[config.mk]
export PLATFORM = sky130hd
export DESIGN_NAME = fb_scanout
export DESIGN_NICKNAME = d
export VERILOG_FILES = /design/src/rtl/fb_scanout.sv
export SDC_FILE = /design/constraint.sdc
export NUM_CORES = 1
export LEC_CHECK = 0
export BUFFER_PORTS_ARGS = -buffer_cell sky130_fd_sc_hd__buf_2
export CORE_ASPECT_RATIO = 1.4
export CORE_MARGIN = 4
export CORE_UTILIZATION = 45
export CTS_CLUSTER_SIZE = 8
export DETAILED_ROUTE_END_ITERATION = 8
export MAX_ROUTING_LAYER = met4
export PLACE_DENSITY = 0.74
export SETUP_SLACK_MARGIN = 0.2
export SLEW_MARGIN = 20
export SYNTH_ARGS = -nofsm -noshare
export SYNTH_HDL_FRONTEND = slang
export SYNTH_SLANG_ARGS = --single-unit
[constraint.sdc]
create_clock -name clk_in -period 3.4 [get_ports clk_in]
set_input_delay 0.17 -clock clk_in [delete_from_list [all_inputs] [get_ports clk_in]]
set_output_delay 0.17 -clock clk_in [all_outputs]
set_load 0.01 [all_outputs]
[src/rtl/fb_scanout.sv]
// fb_scanout: frame-buffer read-address generator with double buffering and
// sync/draw realignment to the BRAM read latency.
module fb_scanout #(
  parameter int START_X = 390,
  parameter int START_Y = 390,
  parameter int END_X = 634,
  parameter int END_Y = 765,
  parameter int ADDR_WIDTH = 18,
  parameter int LATENCY = 2
) (
  input  logic                  clk_in,
  input  logic                  rst_in,
  input  logic [10:0]           hcount_in,
  input  logic [9:0]            vcount_in,
  input  logic                  hs_in,
  input  logic                  vs_in,
  input  logic                  ad_in,
  input  logic                  nf_in,
  input  logic                  swap_req_in,
  output logic [ADDR_WIDTH-1:0] ram_addr_out,
  input  logic [11:0]           ram_data_in,
  output logic [3:0]            vga_r_out,
  output logic [3:0]            vga_g_out,
  output logic [3:0]            vga_b_out,
  output logic                  hs_out,
  output logic                  vs_out,
  output logic                  buf_sel_out,
  output logic                  swap_ack_out,
  output logic                  overrun_out
);
  localparam logic [ADDR_WIDTH-1:0] RP = ADDR_WIDTH'((END_X - START_X) * (END_Y - START_Y));
  localparam logic [10:0] SX = 11'(START_X);
  localparam logic [10:0] EX = 11'(END_X);
  localparam logic [9:0] SY = 10'(START_Y);
  localparam logic [9:0] EY = 10'(END_Y);
  logic in_region, at_end, do_swap;
  logic [ADDR_WIDTH-1:0] offset_q, offset_d;
  logic buf_sel_q, buf_sel_d, pend_q, pend_d, ack_q, ack_d;
  logic synced_q, synced_d, full_q, full_d, ovr_q, ovr_d;
  // each stage: {hs, vs, ad, in_region, synced}
  logic [LATENCY-1:0][4:0] pipe_q, pipe_d;
  always_comb begin
    in_region = hcount_in >= SX && hcount_in < EX && vcount_in >= SY && vcount_in < EY;
    at_end = offset_q == RP - 1'b1;
    do_swap = nf_in & (pend_q | swap_req_in);
    offset_d = nf_in ? '0 : (in_region && !at_end) ? offset_q + 1'b1 : offset_q;
    // full marks that the last legitimate pixel was consumed; any further one overruns
    full_d = nf_in ? 1'b0 : full_q | (in_region & at_end);
    ovr_d = ovr_q | (!nf_in & in_region & full_q);
    buf_sel_d = buf_sel_q ^ do_swap;
    pend_d = !do_swap & (pend_q | swap_req_in);
    ack_d = do_swap;
    synced_d = synced_q | nf_in;
    pipe_d = '0;
    pipe_d[0] = {hs_in, vs_in, ad_in, in_region, synced_q};
    for (int i = 1; i < LATENCY; i++) pipe_d[i] = pipe_q[i-1];
    ram_addr_out = in_region ? (buf_sel_q ? RP : '0) + offset_q : '0;
    {vga_r_out, vga_g_out, vga_b_out} = (&pipe_q[LATENCY-1][2:0]) ? ram_data_in : 12'h0;
    hs_out = pipe_q[LATENCY-1][4];
    vs_out = pipe_q[LATENCY-1][3];
  end
  always_ff @(posedge clk_in or posedge rst_in) begin
    if (rst_in) begin
      offset_q <= '0;
      buf_sel_q <= 1'b0;
      pend_q <= 1'b0;
      ack_q <= 1'b0;
      synced_q <= 1'b0;
      full_q <= 1'b0;
      ovr_q <= 1'b0;
      pipe_q <= '0;
    end else begin
      offset_q <= offset_d;
      buf_sel_q <= buf_sel_d;
      pend_q <= pend_d;
      ack_q <= ack_d;
      synced_q <= synced_d;
      full_q <= full_d;
      ovr_q <= ovr_d;
      pipe_q <= pipe_d;
    end
  end
  assign buf_sel_out = buf_sel_q;
  assign swap_ack_out = ack_q;
  assign overrun_out = ovr_q;
endmodule

Word level (Yosys, flattened, before mapping)
Cells that the tools add are included.
W data, S select, Z words.
{"block": "totals", "regBits": 34, "latchBits": 0, "ramBits": 0, "romBits": 0, "input_bits": 40, "out_inout_bits": 35, "wordCells": 41, "n_memories": 0}
{"block": "classes", "add_sub_neg": 2, "mul": 0, "div_mod_pow": 0, "magnitude_cmp": 4, "n_eq_ne": 1, "shift": 0, "muxes": 6, "bitwise_logic": 10, "n_reduce_logical": 9}
{"operator": "$mux W18", "n": 3}
{"operator": "$add A17 B18 Y18", "n": 1}
{"operator": "$add A18 B1 Y18 const B", "n": 1}
{"operator": "$eq A18 B17 Y1 const B", "n": 1}
{"operator": "$mux W17", "n": 1}
{"operator": "$mux W12", "n": 1}
{"operator": "$ge A11 B9 Y1 const B", "n": 1}
{"operator": "$lt A11 B10 Y1 const B", "n": 1}
{"operator": "$ge A10 B9 Y1 const B", "n": 1}
{"operator": "$lt A10 B10 Y1 const B", "n": 1}
{"operator": "$and A1 B1 Y1", "n": 5}
{"operator": "$logic_and A1 B1 Y1", "n": 4}
{"operator": "$or A1 B1 Y1", "n": 4}
{"operator": "$logic_not A1 Y1", "n": 3}
{"operator": "$reduce_and A3 Y1", "n": 1}
{"operator": "$reduce_bool A2 Y1", "n": 1}
{"operator": "$mux W1", "n": 1}
{"operator": "$xor A1 B1 Y1", "n": 1}

Depth between registers and ports, before layout
Gate-level depths: netlist of the first run.
{"block": "logic_depth", "depth_word": 7, "ltp_mapped": 7, "depth_no_buf": 7}

Worst setup path before layout of the first run
OpenSTA, ideal clock, no wires.
{"block": "synth_timing", "kind": "register to output", "startpoint": "register buf_sel_q (netlist: buf_sel_out)", "endpoint": "output port ram_addr_out[17]", "t_arrival_ps": 2344, "required_time_ps": 3230, "path_slack_ps": 886, "stages_incl_launch_ff": 7, "n_path_buf": 0, "cell_sequence": "dfrtp_1 -> ha_1 -> a21oi_1 -> nor3_1 -> o21ai_0 -> o221a_2 -> a2111oi_0"}
{"block": "synth_between", "elab_chain_len": 3}
{"element": "start: declaration", "line_no": "38", "rtl": "logic buf_sel_q, buf_sel_d, pend_q, pend_d, ack_q, ack_d;"}
{"element": "start signal: assignment", "line_no": "74", "rtl": "buf_sel_q <= buf_sel_d;"}
{"element": "$mux W17", "line_no": "57", "rtl": "ram_addr_out = in_region ? (buf_sel_q ? RP : '0) + offset_q : '0;"}
{"element": "$add A17 B18 Y18", "line_no": "57"}
{"element": "$mux W18", "line_no": "57"}
{"element": "end: declaration", "line_no": "20", "rtl": "output logic [ADDR_WIDTH-1:0] ram_addr_out,"}
No other way between the ends.

Worst setup path in the final report of the first run
{"block": "layout_timing", "startpoint": "register buf_sel_q (netlist: buf_sel_out)", "endpoint": "output port ram_addr_out[14]"}
The elaborated chain is that of the path after synthesis.

==> results of run 1 <==
-- flip-flops by register name (all words and copies together) (netlist names) --
register      cells
full_q            1
pipe_q            3
pipe_d            5
overrun_out       1
synced_q          1
swap_ack_out      1
buf_sel_out       1
hs_out            1
offset_q         18
vs_out            1
pend_q            1
-- report_power, final --
part / total, W / switching, W / internal (W)
combinational: 0.000197 / 0.000107 / 0.0000900
clock: 0.000445 / 0.000152 / 0.000294
sequential: 0.000447 / 0.0000309 / 0.000416
total: 0.00109 / 0.000289 / 0.000800
-- kinds of logic after synthesis --
family                     after synthesis  share of synthesized area
and+or+nand+nor                        118                      0.274
AOI/OAI and AO/OA                       62                      0.171
DFF                                     34                      0.379
buffers and inverters                   23                     0.0457
xor gates and xnor gates                13                     0.0508
adders and majority gates               11                     0.0647
muxes                                    3                     0.0145
-- metrics by stage --
step / worst slack (ns) / hold WS (ns) / power [W] / cell area (µm²)
after floorplan: 0.886 / 0.201 / 0.000577 / 2240
after CTS: 0.376 / 0.101 / 0.00110 / 2820
after global routing: 0.216 / 0.163 / 0.00115 / 2820
after global placement: 0.733 / 0.278 / 0.000644 / 2640
final: 0.377 / 0.111 / 0.00109 / 2820
after detailed placement: 0.697 / 0.280 / 0.000649 / 2640
-- critical path, delay by kind of cell (launching register included) --
kind / cells / cell delay [ns]
compound gates: 3 / 0.90
fa+ha+maj: 2 / 0.52
buf+inv: 1 / 0.13
flops: 1 / 0.68
simple gates: 2 / 0.33
-- area by class of cell --
type | count | share of cell area
Sequential cell | 34 | 0.302
Inverter | 9 | 0.0120
Tap cell | 64 | 0.0284
Clock buffer | 5 | 0.0244
Multi-Input combinational cell | 207 | 0.457
Timing Repair Buffer | 80 | 0.152
Clock inverter | 3 | 0.0244
-- worst paths after layout --
path	from	endpoint	slack, ns	cells after the start
max in group asynchronous	rst_in	offset_q[2]$_DFFE_PP0P_	2.57	4
max	buf_sel_out$_DFF_PP0_	ram_addr_out[14]	0.38	8
min reg2reg	pipe_d[8]$_DFF_PP0_	vs_out$_DFF_PP0_	0.35	0
min in group asynchronous	rst_in	pipe_d[7]$_DFF_PP0_	0.52	4
min	swap_req_in	pend_q$_DFF_PP0_	0.11	3
max reg2reg	offset_q[5]$_DFFE_PP0P_	offset_q[17]$_DFFE_PP0P_	1.35	5
-- placed cells by master (no fill, tap or decap), types with 7 or more instances in the layout --
cell type / instances
sky130_fd_sc_hd__xor2_1: 9
sky130_fd_sc_hd__and2_1: 18
sky130_fd_sc_hd__nand4_1: 8
sky130_fd_sc_hd__o21ai_0: 15
sky130_fd_sc_hd__dfrtp_1: 34
sky130_fd_sc_hd__o31ai_1: 7
sky130_fd_sc_hd__nand2_1: 24
sky130_fd_sc_hd__inv_1: 8
sky130_fd_sc_hd__nor2_1: 25
sky130_fd_sc_hd__or3_1: 10
sky130_fd_sc_hd__ha_1: 10
sky130_fd_sc_hd__a21oi_1: 22
sky130_fd_sc_hd__buf_2: 73
-- metal layers --
| metal | track usage | share of wire |
|---|---|---|
| met1 | 0.212 | 0.39 |
| met2 | 0.335 | 0.54 |
| met3 | 0.0260 | 0.053 |
| met4 | 0.0626 | 0.015 |
| met5 | - | 0 |
==> reports/qor_table.md, run 1 <==
| Stage | Result | Value |
|---|---|---|
| outcome | Run status | complete, no violations |
| placement | Post-DP HPWL | 3960 µm |
| synth | Synth Warn # | 0 |
| timing | Transition at the pin with the smallest max-transition slack | 0.548 ns |
| final layout | Area taken by multi-input logic gates | 0.00129 mm² |
| synth | Syn Std Cell Area | 0.00224 mm² |
| power | Pwr/cell area | 386 mW/mm² |
| worst hold path | Tightest Hold Check Type | primary input to flop |
| detailed routing | Per-cell via count in the routed design | 5.44 |
| synth | Seq/Total Area, Yosys | 0.379 |
| timing | Highest clock rate | 331 MHz |
| global route | Vias in the first global route | 2054 |
| synth | Top cell types by occurrence after synthesis | 34 x sky130_fd_sc_hd__dfrtp_1, 25 x sky130_fd_sc_hd__nor2_1, 24 x sky130_fd_sc_hd__nand2_1 |
| clocking | Total of hold buffers inserted after clock tree synthesis | 4 |
| detailed routing | Remaining antenna violation count | 0 |
| die | Die extent in x | 67.7 µm |
| clocking | CTS-repair resized insts | 0 |
| die | Number of ports placed on the die boundary | 75 |
| final layout | Fillers | 444 |
| detailed routing | Average wire per standard cell | 13.3 µm |
| clocking | Worst-case clock buffer depth | 2 |
| synth | Commonest register cell after synthesis | sky130_fd_sc_hd__dfrtp_1 |
| synth | Yosys reg bits | 34 |
| timing | Final critical delay including setup and external delays | 3.02 ns |
| clocking | Maximum level of the CTS H-tree | 2 |
| global route | Number of antenna violations at the first check in global routing | 0 |
| critical path | Max Fanout on Critical Path | 12 |
| final layout | Register area | 851 µm² |
| die | Die area | 0.00619 mm² |
| placement | Count of input and output buffers | 73 |
| critical path | CP Class | flop to output pin |
| timing | Relative slew slack | 0.625 |
| synth | Most frequent cell after synthesis | sky130_fd_sc_hd__dfrtp_1 |
| synth | Top-area cell type share of the netlist area | 0.379 |
| detailed routing | Drt first pass iters | 4 |
| critical path | CP Launch Type | flop |
| timing | Setup TNS | 0 ns |
| critical path | Endpoint required time on the critical path | 3.23 ns |
| critical path | CP endpoint kind | output pin |
| timing | Setup repair after global routing missed its margin | no |
| critical path | Data arrival time of the critical path | 2.85 ns |
| timing | Clock skew | 0.00473 ns |
| global route | Gr ovfl total | 0 |
| clocking | Postcts setup bufs | 0 |
| die | Vertical die dimension | 91.5 µm |
| run | Number of violations of the max-capacitance limit | 0 |
| synth | Synthesized instance count | 264 |
| detailed routing | Initial drt markers | 115 |
| final layout | Filler-free cell count of the finished design | 402 |
| global route | Tot GR Track Use | 0.190 |
| critical path | Slowest library cell on the worst path | sky130_fd_sc_hd__dfrtp_1 |
| timing | Max-slew violations | 0 |
| die | Number of cell rows | 30 |
| synth | Mapped Nets | 315 |
| clocking | Clock tree from TritonCTS | done |
| final layout | Antenna cell count | 0 |
| die | Core area | 0.00484 mm² |
| detailed routing | Post-detailed-routing wire length | 5340 µm |
| synth | Number of distinct library cell variants in the gate-level netlist after synthesis | 41 |
| final layout | Area Growth Syn to Fin | 25.7% |
| clocking | Number of buffers added by the clock tree synthesis step | 5 |
| clocking | Number of sinks handled by clock tree synthesis | 34 |
| placement | Weighted congestion at the end of routability-driven global placement | 0.819 |
| placement | Placed instance count | 390 |
| timing | Share of the clock period used by the worst path | 0.889 |
| critical path | CP cell instances | ha_1, fa_1, nand3_1, a2111oi_0, o2111ai_1, and3_1, o21a_1, buf_2 |
| clocking | Clock transition at the register clock pins on the worst setup and hold paths after CTS | 0.07 ns |
| die | Starting density of the core | 0.463 |
| global route | First-pass GRT wire length | 8940 µm |
| detailed routing | DR DRC count | 0 |
| final layout | Final cell utilization of the core | 0.582 |
| timing | Fin. Hold Viols | 0 |
| timing | Total of endpoints with negative setup slack in the final report | 0 |
| synth | EDFF count, synth | 0 |
| synth | Avg Cell Area, Syn | 8.50 µm² |
| critical path | Largest incremental delay on the critical path | 0.68 ns |
| synth | Top cells by area, synth | sky130_fd_sc_hd__dfrtp_1 38%, sky130_fd_sc_hd__ha_1 5.6%, sky130_fd_sc_hd__and2_1 5.0%, sky130_fd_sc_hd__a21oi_1 4.9%, sky130_fd_sc_hd__nor2_1 4.2% |
| global route | Largest net degree at the start of global routing | 46 |
| synth | Share of flip-flops with an asynchronous set or reset | 1.00 |
| clocking | Root Buffer Master | sky130_fd_sc_hd__clkbuf_8 |
| power | Static leakage power | 1.26 nW |
| power | Maximum resistive drop on vdd | 0.000316 V |
| final layout | Share of final-layout standard cells stronger than drive strength 1 | 0.263 |
| clocking | Insertion delay to the later sink of the worst-skew pair | 0.29 ns |
| synth | Top cell type by total area after synthesis | sky130_fd_sc_hd__dfrtp_1 |
| final layout | Final Net Count | 388 |
| detailed routing | Total number of vias | 2187 |
Power figures use the tool's default switching activity.
==> inputs of run 2 (changes only) <==
clock period = 3.6 ns   (was 3.4 ns; I/O delays follow)
==> run 2 against run 1 <==
Against the previous run: sequential power fell by 5.8%; wire length shrank 0.79%; worst hold slack better by 0.020 ns; combinational power fell by 7%; clock skew shrank 0.00091 ns; critical path depth is the same; total power decreased by 4.6%; register-to-register slack improved by 0.20 ns; sequential cell count unchanged; global-route usage decreased by 0.28 points; sequential share of layout area down 0.13 points; largest power group is now clock.
==> reports/qor_table.md, run 2 (synthesized netlist as in run 1, its figures left out) <==
| Stage | Result | Value |
|---|---|---|
| final layout | Final standard cell area without fillers | 0.00283 mm² |
| critical path | Max Fanout on Critical Path | 12 |
| detailed routing | DR DRC count | 0 |
| placement | Post-DP HPWL | 4080 µm |
| final layout | Commonest cells after routing, fill and taps aside | 73 x sky130_fd_sc_hd__buf_2, 34 x sky130_fd_sc_hd__dfrtp_1, 25 x sky130_fd_sc_hd__nor2_1 |
| critical path | CP cell instances | ha_1, fa_1, nand3_1, a2111oi_0, o2111ai_1, and3_1, o21a_1, buf_2 |
| timing | Transition at the pin with the smallest max-transition slack | 0.851 ns |
| worst hold path | Tightest Hold Check Type | primary input to flop |
| critical path | CP endpoint kind | output pin |
| global route | Gr ovfl total | 0 |
| global route | Vias in the first global route | 2062 |
| clocking | Insertion delay to the later sink of the worst-skew pair | 0.28 ns |
| critical path | CP Class | flop to output pin |
| power | Static leakage power | 1.26 nW |
| detailed routing | Initial drt markers | 117 |
| die | Number of ports placed on the die boundary | 75 |
| final layout | Fillers | 444 |
| critical path | Largest incremental delay on the critical path | 0.67 ns |
| critical path | Endpoint required time on the critical path | 3.42 ns |
| timing | Total of endpoints with negative setup slack in the final report | 0 |
| global route | Number of antenna violations at the first check in global routing | 0 |
| clocking | Number of buffers added by the clock tree synthesis step | 5 |
| timing | Fin. Hold Viols | 0 |
| timing | Highest clock rate | 332 MHz |
| timing | Setup TNS | 0 ns |
| placement | Weighted congestion at the end of routability-driven global placement | 0.810 |
| die | Core area | 0.00484 mm² |
| global route | Tot GR Track Use | 0.187 |
| timing | Share of the clock period used by the worst path | 0.837 |
| run | Number of violations of the max-capacitance limit | 0 |
| clocking | Root Buffer Master | sky130_fd_sc_hd__clkbuf_8 |
| clocking | Worst-case clock buffer depth | 2 |
| final layout | Register area | 851 µm² |
| final layout | Flip-flop count of the largest register after layout | 18 |
| critical path | CP Launch Type | flop |
| timing | Final critical delay including setup and external delays | 3.01 ns |
| die | Number of cell rows | 30 |
| die | Die area | 0.00619 mm² |
| final layout | Share of final-layout standard cells stronger than drive strength 1 | 0.265 |
| timing | Relative slew slack | 0.433 |
| detailed routing | Drt first pass iters | 4 |
| outcome | Run status | complete, no violations |
| final layout | Register with the highest flop count | offset_q |
| die | Vertical die dimension | 91.5 µm |
| detailed routing | Post-detailed-routing wire length | 5300 µm |
| final layout | Area taken by multi-input logic gates | 0.00129 mm² |
| final layout | Final Net Count | 389 |
| global route | Largest net degree at the start of global routing | 35 |
| placement | Placed cell area | 0.00265 mm² |
| final layout | Leading cell type in the layout, fill and taps excluded | sky130_fd_sc_hd__buf_2 |
| clocking | Total of hold buffers inserted after clock tree synthesis | 4 |
| timing | Setup repair after global routing missed its margin | no |
| clocking | Maximum level of the CTS H-tree | 2 |
| final layout | Area Growth Syn to Fin | 26.3% |
| power | Pwr/cell area | 367 mW/mm² |
| final layout | Antenna cell count | 0 |
| critical path | Slowest library cell on the worst path | sky130_fd_sc_hd__dfrtp_1 |
| clocking | Clock transition at the register clock pins on the worst setup and hold paths after CTS | 0.07 ns |
| global route | First-pass GRT wire length | 8780 µm |
| clocking | Number of sinks handled by clock tree synthesis | 34 |
| placement | Count of input and output buffers | 73 |
| clocking | Postcts setup bufs | 0 |
| timing | Max-slew violations | 0 |
| timing | Clock skew | 0.00382 ns |
| die | Starting density of the core | 0.463 |
| critical path | Data arrival time of the critical path | 2.83 ns |
| timing | Final Hold Slack | 0.131 ns |
| clocking | CTS-repair resized insts | 0 |
| clocking | Clock tree from TritonCTS | done |
| detailed routing | Total number of vias | 2196 |
| detailed routing | Average wire per standard cell | 13.2 µm |
| die | Die extent in x | 67.7 µm |
| detailed routing | Remaining antenna violation count | 0 |
| detailed routing | Per-cell via count in the routed design | 5.45 |
| power | Maximum resistive drop on vdd | 0.000255 V |
## run 2: critical path, delay by kind of cell (launching register included)
| kind | cells | cell delay, ns |
|---|---|---|
| compound gates | 3 | 0.91 |
| fa+ha+maj | 2 | 0.52 |
| buf+inv | 1 | 0.13 |
| flops | 1 | 0.67 |
| simple gates | 2 | 0.32 |
## run 2: final timing paths
| path | from | endpoint | slack (ns) | depth (start not counted) |
|---|---|---|---|---|
| min | swap_req_in | pend_q$_DFF_PP0_ | 0.13 | 3 |
| max | buf_sel_out$_DFF_PP0_ | ram_addr_out[14] | 0.59 | 8 |
| max reg2reg | offset_q[5]$_DFFE_PP0P_ | offset_q[17]$_DFFE_PP0P_ | 1.55 | 5 |
| max in group asynchronous | rst_in | overrun_out$_DFF_PP0_ | 2.76 | 4 |
| min in group asynchronous | rst_in | pipe_q[7]$_DFF_PP0_ | 0.53 | 4 |
| min reg2reg | pipe_d[7]$_DFF_PP0_ | pipe_q[7]$_DFF_PP0_ | 0.34 | 0 |
## run 2: final cells by class
| type | instances | share of cell area |
|---|---|---|
| multi-input cells | 207 | 0.455 |
| flip-flops and latches | 34 | 0.300 |
| inverters | 9 | 0.0119 |
| clock inverters | 2 | 0.0212 |
| well taps | 64 | 0.0283 |
| clock buffers | 6 | 0.0292 |
| repair buffers | 81 | 0.154 |
## run 2: stage by stage
stage          total power (W)  setup slack [ns]  utilization  std cells
2_1_floorplan         0.000545              1.08            -        264
3_3_place_gp          0.000608             0.910        0.547        391
3_5_place_dp          0.000612             0.901        0.547        391
4_1_cts                0.00105             0.575        0.585        403
5_1_grt                0.00109             0.432        0.585        403
6_report               0.00104             0.586        0.585        403
## run 2: power by group
part	internal [W]	total (W)	switching [W]
clock	0.000295	0.000433	0.000138
combinational	0.0000850	0.000184	0.0000995
sequential	0.000393	0.000421	0.0000285
total	0.000773	0.00104	0.000265
## run 2: routing by layer
metal | vias up | part of all wire | GRT usage
li1 | 1106 | - | -
met1 | 1033 | 0.40 | 0.207
met2 | 49 | 0.54 | 0.332
met3 | 8 | 0.038 | 0.0223
met4 | 0 | 0.019 | 0.0677
met5 | - | 0 | -
